## config.mk

```make
export PLATFORM = sky130hd
export DESIGN_NAME = hpgp_itl_wr_ctrl
export DESIGN_NICKNAME = d
export VERILOG_FILES = /design/src/rtl/hpgp_itl_wr_ctrl.sv
export SDC_FILE = /design/constraint.sdc
export NUM_CORES = 1
export LEC_CHECK = 0
export ABC_CLOCK_PERIOD_IN_PS = 3100
export CORE_MARGIN = 3
export CORE_UTILIZATION = 45
export CTS_CLUSTER_SIZE = 40
export DETAILED_ROUTE_END_ITERATION = 6
export PLACE_DENSITY = 0.65
export SYNTH_ARGS = -nofsm -noshare
export SYNTH_HDL_FRONTEND = slang
export SYNTH_SLANG_ARGS = --single-unit
```

## constraint.sdc

```tcl
create_clock -name clk_i -period 3.1 [get_ports clk_i]
set_input_delay 0.31 -clock clk_i [delete_from_list [all_inputs] [get_ports clk_i]]
set_output_delay 0.31 -clock clk_i [all_outputs]
set_load 0.03 [all_outputs]
```

## src/rtl/hpgp_itl_wr_ctrl.sv

```systemverilog
// hpgp_itl_wr_ctrl
//
// Write/read sequencer in front of the HPGP turbo interleaver dual-port RAM.
// A PB payload arrives as a byte stream; each byte is split into four 2-bit
// pairs (LSB pair first) that are written to RAM addresses 0..N-1. Once the
// last pair has been written, addresses 0..N-1 are swept again with writes
// disabled so the RAM can emit natural-order and interleaved-order pairs to
// the constituent encoders.
//
// Ports
//   clk_i        single clock for all logic
//   n_rst_i      asynchronous, active-low reset
//   start_i      begin a PB (sampled only while idle)
//   pb_sel_i     PB size: 0=PB16 (64 pairs), 1=PB136 (544), 2=PB520 (2080),
//                3=reserved (raises err_o)
//   s_data_i     payload byte
//   s_vld_i      s_data_i valid
//   s_rdy_o      byte accepted when s_vld_i && s_rdy_o (combinational)
//   wdata_o      pair to RAM
//   waddr_o      RAM write/read address, 0..N-1
//   pb_offset_o  interleaver ROM offset for the selected PB size
//   wen_o        RAM write enable
//   din_vld_o    read-sweep valid to RAM
//   busy_o       high whenever a PB is in progress
//   done_o       one-cycle pulse at PB completion
//   err_o        one-cycle pulse on start with the reserved PB size
//
// All outputs except s_rdy_o are registered.

module hpgp_itl_wr_ctrl #(
  parameter int D_WIDTH = 2,
  parameter int A_WIDTH = 12
) (
  input  logic               clk_i,
  input  logic               n_rst_i,
  input  logic               start_i,
  input  logic [1:0]         pb_sel_i,
  input  logic [7:0]         s_data_i,
  input  logic               s_vld_i,
  output logic               s_rdy_o,
  output logic [D_WIDTH-1:0] wdata_o,
  output logic [A_WIDTH-1:0] waddr_o,
  output logic [A_WIDTH-1:0] pb_offset_o,
  output logic               wen_o,
  output logic               din_vld_o,
  output logic               busy_o,
  output logic               done_o,
  output logic               err_o
);

  typedef enum logic [1:0] {
    ST_IDLE  = 2'd0,
    ST_WRITE = 2'd1,
    ST_READ  = 2'd2,
    ST_DONE  = 2'd3
  } state_t;

  localparam logic [A_WIDTH-1:0] ONE  = A_WIDTH'(1);
  localparam logic [A_WIDTH-1:0] ZERO = '0;

  state_t             state_q, state_d;
  logic [A_WIDTH-1:0] npairs_q, npairs_d;
  logic [A_WIDTH-1:0] nbytes_q, nbytes_d;
  logic [A_WIDTH-1:0] offset_q, offset_d;
  logic [A_WIDTH-1:0] acc_q, acc_d;
  logic [A_WIDTH-1:0] wr_idx_q, wr_idx_d;
  logic [A_WIDTH-1:0] waddr_q, waddr_d;
  logic [7:0]         byte_q, byte_d;
  logic [1:0]         k_q, k_d;
  logic               buf_full_q, buf_full_d;
  logic [D_WIDTH-1:0] wdata_q, wdata_d;
  logic               din_vld_q, din_vld_d;
  logic               busy_q, busy_d;
  logic               done_q, done_d;
  logic               err_q, err_d;

  logic [A_WIDTH-1:0] sel_pairs;
  logic [A_WIDTH-1:0] sel_offset;
  logic               sel_valid;
  logic               accept;

  // Pair k of a byte, LSB pair first.
  function automatic logic [1:0] pair_of(input logic [7:0] b, input logic [1:0] idx);
    logic [1:0] p;
    case (idx)
      2'd0:    p = b[1:0];
      2'd1:    p = b[3:2];
      2'd2:    p = b[5:4];
      default: p = b[7:6];
    endcase
    return p;
  endfunction

  // PB size decode: pair count and ROM table offset.
  always_comb begin
    sel_pairs  = ZERO;
    sel_offset = ZERO;
    sel_valid  = 1'b1;
    case (pb_sel_i)
      2'd0: begin
        sel_pairs  = A_WIDTH'(64);
        sel_offset = A_WIDTH'(0);
      end
      2'd1: begin
        sel_pairs  = A_WIDTH'(544);
        sel_offset = A_WIDTH'(64);
      end
      2'd2: begin
        sel_pairs  = A_WIDTH'(2080);
        sel_offset = A_WIDTH'(608);
      end
      default: sel_valid = 1'b0;
    endcase
  end

  // A new byte fits when the buffer is empty or is about to hand out its last
  // pair this cycle; reloading on the last pair keeps one write every cycle.
  assign s_rdy_o = (state_q == ST_WRITE) && (!buf_full_q || (k_q == 2'd3)) &&
                   (acc_q < nbytes_q);
  assign accept  = s_rdy_o && s_vld_i;

  // Next-state and registered-output logic. The buffer-full flag is the
  // write enable of the following cycle, so the pair selected here is what
  // the RAM sees next cycle.
  always_comb begin
    state_d    = state_q;
    npairs_d   = npairs_q;
    nbytes_d   = nbytes_q;
    offset_d   = offset_q;
    acc_d      = acc_q;
    wr_idx_d   = wr_idx_q;
    waddr_d    = waddr_q;
    byte_d     = byte_q;
    k_d        = k_q;
    buf_full_d = buf_full_q;
    wdata_d    = wdata_q;
    din_vld_d  = 1'b0;
    done_d     = 1'b0;
    err_d      = 1'b0;

    case (state_q)
      ST_IDLE: begin
        if (start_i) begin
          if (sel_valid) begin
            state_d    = ST_WRITE;
            npairs_d   = sel_pairs;
            nbytes_d   = sel_pairs >> 2;
            offset_d   = sel_offset;
            acc_d      = ZERO;
            wr_idx_d   = ZERO;
            waddr_d    = ZERO;
            k_d        = 2'd0;
            buf_full_d = 1'b0;
          end else begin
            err_d = 1'b1;
          end
        end
      end

      ST_WRITE: begin
        // wr_idx_q counts writes already presented, so reaching N means the
        // final write is on the RAM port this cycle and the sweep starts next.
        if (wr_idx_q == npairs_q) begin
          state_d    = ST_READ;
          buf_full_d = 1'b0;
          din_vld_d  = 1'b1;
          waddr_d    = ZERO;
        end else begin
          if (accept) begin
            byte_d     = s_data_i;
            k_d        = 2'd0;
            buf_full_d = 1'b1;
            acc_d      = acc_q + ONE;
          end else if (buf_full_q) begin
            if (k_q == 2'd3) begin
              buf_full_d = 1'b0;
            end else begin
              k_d = k_q + 2'd1;
            end
          end
          if (buf_full_d) begin
            wdata_d  = D_WIDTH'(pair_of(byte_d, k_d));
            wr_idx_d = wr_idx_q + ONE;
          end
          // During a source stall the address parks on the next write slot.
          waddr_d = wr_idx_q;
        end
      end

      ST_READ: begin
        if (waddr_q == npairs_q - ONE) begin
          state_d = ST_DONE;
          waddr_d = ZERO;
          done_d  = 1'b1;
        end else begin
          din_vld_d = 1'b1;
          waddr_d   = waddr_q + ONE;
        end
      end

      default: begin
        state_d  = ST_IDLE;
        offset_d = ZERO;
      end
    endcase

    busy_d = (state_d != ST_IDLE);
  end

  // State and output registers; reset discards any partial byte and counts.
  always_ff @(posedge clk_i or negedge n_rst_i) begin
    if (!n_rst_i) begin
      state_q    <= ST_IDLE;
      npairs_q   <= '0;
      nbytes_q   <= '0;
      offset_q   <= '0;
      acc_q      <= '0;
      wr_idx_q   <= '0;
      waddr_q    <= '0;
      byte_q     <= '0;
      k_q        <= '0;
      buf_full_q <= 1'b0;
      wdata_q    <= '0;
      din_vld_q  <= 1'b0;
      busy_q     <= 1'b0;
      done_q     <= 1'b0;
      err_q      <= 1'b0;
    end else begin
      state_q    <= state_d;
      npairs_q   <= npairs_d;
      nbytes_q   <= nbytes_d;
      offset_q   <= offset_d;
      acc_q      <= acc_d;
      wr_idx_q   <= wr_idx_d;
      waddr_q    <= waddr_d;
      byte_q     <= byte_d;
      k_q        <= k_d;
      buf_full_q <= buf_full_d;
      wdata_q    <= wdata_d;
      din_vld_q  <= din_vld_d;
      busy_q     <= busy_d;
      done_q     <= done_d;
      err_q      <= err_d;
    end
  end

  assign wdata_o     = wdata_q;
  assign waddr_o     = waddr_q;
  assign pb_offset_o = offset_q;
  assign wen_o       = buf_full_q;
  assign din_vld_o   = din_vld_q;
  assign busy_o      = busy_q;
  assign done_o      = done_q;
  assign err_o       = err_q;

endmodule

```

==> metrics.md <==
| Metric | Value |
|---|---|
| Outcome | completed |
| Max rail drop VDD | 0.0004180 V |
| Routed vias | 3081 |
| Largest net degree at the start of global routing | 26 |
| Worst hold path type | reg2reg |
| Synth area leader | dfrtp_1 |
| Clock-pin transition on the worst setup and hold timing paths | 0.08 ns |
| Post-synth EDFFs | 0 |
| Final worst-path cycle share | 0.9118 |
| Final hold slack | 0.5010 ns |
| Crit-path cells | inv_1 > ha_1 > or4_1 > a21oi_2 > nor2_1 > nor3_1 > dlygate4sd2_1 |
| Die Span Y | 96.37 µm |
| Clock sinks | 61 |
| Area growth from synthesis to layout | 18.39% |
| Grt ovf | 0 |
| Clock skew | 0.01296 ns |
| Worst-margin pin slew | 0.6009 ns |
| ANT nets after route | 0 |
| WP buf/inv | 2 |
| Final hold vios | 0 |
| Rel. slew slack | 0.5994 |
| Ys flop type | dfrtp_1 |
| Critical path class | reg2out |
| TNS Setup | 0 ns |
| CTS max path bufs | 2 |
| Synth Warn # | 0 |
| H-tree Lvls | 3 |
| Final worst path period need | 2.827 ns |
| DRT iter0 DRCs | 218 |
| Vias in the first global route | 2996 |
| Area taken by flip-flops and latches | 1526 µm² |
| Post-synthesis register bit count | 61 |
| Yosys cell types | 58 |
| Diode count | 0 |
| Fmax | 0.3538 GHz |
| Synth Instances | 385 |
| Avg Inst Size Synth | 9.545 µm² |
| DIE AREA | 9286 µm² |
| First-pass DRT Iterations | 5 |
| Data arrival, critical path | 2.52 ns |
| Leading cell type in the layout, fill and taps excluded | dfrtp_1 |
| Pleak | 1.936 nW |
| Critical path's slowest cell | or4_1 |
| Slew Limit Fails | 0 |
| DR DRC count | 0 |
| DR WL/cell | 16.29 µm |
| Die X | 96.37 µm |
| FILL cells | 710 |
| PortBufs | 36 |
| TritonCTS buffer count | 9 |
| Std-Cell Rows | 32 |
| CTS tree | built |
| Antenna violations before repair | 0 |
| Setup Viol. Count Final | 0 |
| Most frequent cells in the layout | dfrtp_1 (61), nand2_1 (34), clkdlybuf4s50_1 (34), o21ai_0 (28), nand3_1 (25) |
| Fraction of registers with async set/reset | 1.000 |
| Critical Path Fanout Max | 4 |
| Register area share after synthesis | 0.4154 |
| Final Power | 2.934 mW |
| Final net count | 466 |
| Multi-input gate area | 1986 µm² |
| WP data required | 2.79 ns |
| Post-CTS setup repair buffer count | 0 |
| Total Routing Usage GR | 0.2070 |
| Worst path max stage delay | 0.54 ns |
| Share of layout cells above drive strength 1 | 0.1050 |
| Clk_lat worst skew | 0.34 ns |
| Crit-path leading delay family | simple AND/OR/NAND/NOR gates |
| Core Box Area | 7807 µm² |
| RSZ-0062 raised after global routing | no |
| Detail-routed via count per cell | 5.706 |
| First-pass GRT wire length | 14.79 mm |
| Max cap viols | 0 |
| Post-DP HPWL | 6.447 mm |
| Clk root buf | clkbuf_8 |
| Crit path capture type | output pin |
| GPL Wtd Cong | 0.8819 |
| Post-synth top area share | 0.4154 |
| Initial Util | 0.4707 |
| Largest cells by area after synthesis | dfrtp_1 (42%), ha_1 (6.5%), o21ai_0 (3.8%) |
| IO Pins | 46 |
| Power per cell area | 674.4 nW/µm² |
| DRT Wirelength | 8.795 mm |
| Critical Path Source Type | register |
| Mapped Area | 3675 µm² |
-- flip-flops by register name, indices dropped and copies added, names as in the netlist --
signal       flops
pb_offset_o      2
done_o           1
din_vld_o        1
k_q              2
busy_o           1
wen_o            1
nbytes_q         4
state_q          2
acc_q           12
waddr_o         12
wdata_o          2
byte_q           8
err_o            1
wr_idx_q        12
-- cells in the mapped netlist, types with 8 or more instances --
cell type,n
a21oi_1,13
buf_4,11
dfrtp_1,61
ha_1,19
inv_1,16
mux2_2,8
nand2_1,34
nand2b_1,9
nand3_1,25
nor2_1,21
o211ai_1,8
o21ai_0,28
o31ai_1,13
or4_1,10
-- metal layers --
metal / GRT usage / vias to the layer above / share of wire
li1: - / 1502 / -
met1: 0.2863 / 1488 / 0.46
met2: 0.3272 / 79 / 0.48
met3: 0.03362 / 12 / 0.044
met4: 0.07477 / 0 / 0.013
met5: 0 / - / 0
-- report_power, final --
| part | internal (mW) | leakage (nW) | total [mW] | switching [mW] |
|---|---|---|---|---|
| combinational | 0.463 | 1.07 | 1.02 | 0.552 |
| sequential | 0.977 | 0.770 | 1.21 | 0.235 |
| clock | 0.391 | 0.0964 | 0.707 | 0.315 |
-- cell families after synthesis --
family | share of synthesized area
AO/OA/AOI/OAI | 0.1941
AND/OR/NAND/NOR | 0.2063
XOR/XNOR | 0.02520
flip-flops | 0.4154
multiplexers | 0.04086
buffers and inverters | 0.05243
other | 0.001020
adder cells (fa/ha/maj) | 0.06469
-- stage by stage --
stage,instances,worst slack [ns],area (µm²),util
after floorplan,393,0.6003,3705,-
final,540,0.2735,4350,0.5572
after global placement,523,0.4039,4149,0.5314
after CTS,540,0.2659,4350,0.5572
after detailed placement,523,0.3644,4149,0.5314
after global routing,540,0.09770,4350,0.5572
-- path summary, 6_finish.rpt --
| check | cells past startpoint | slack (ns) | endpoint | start |
|---|---|---|---|---|
| min reg2reg | 1 | 0.50 | byte_q[1]$_DFFE_PN0P_ | byte_q[1]$_DFFE_PN0P_ |
| max in group asynchronous | 3 | 1.82 | acc_q[10]$_DFFE_PN0P_ | n_rst_i |
| max | 7 | 0.27 | s_rdy_o | nbytes_q[7]$_DFFE_PN0P_ |
| max reg2reg | 9 | 0.42 | waddr_o[10]$_DFFE_PN0P_ | nbytes_q[3]$_DFFE_PN0P_ |
| min | 1 | 0.50 | byte_q[1]$_DFFE_PN0P_ | byte_q[1]$_DFFE_PN0P_ |
| min in group asynchronous | 2 | 0.51 | waddr_o[11]$_DFFE_PN0P_ | n_rst_i |
-- cell type report --
cell class                 count  area share
clock buffer                  12     0.03336
clock inverter                 4     0.01093
inverter                      17     0.01467
multi-input combinational    295      0.4564
sequential                    61      0.3509
tap                          102     0.02934
timing repair buffer          49      0.1044
-- timing repair --
| item | in CTS | in global routing |
|---|---|---|
| hold endpoints to repair | 19 | 0 |
| gates resized for setup | 1 | 0 |
| setup endpoints to repair | 1 | 0 |
| hold buffers | 1 | 0 |
(Power assumes the default switching activity.)
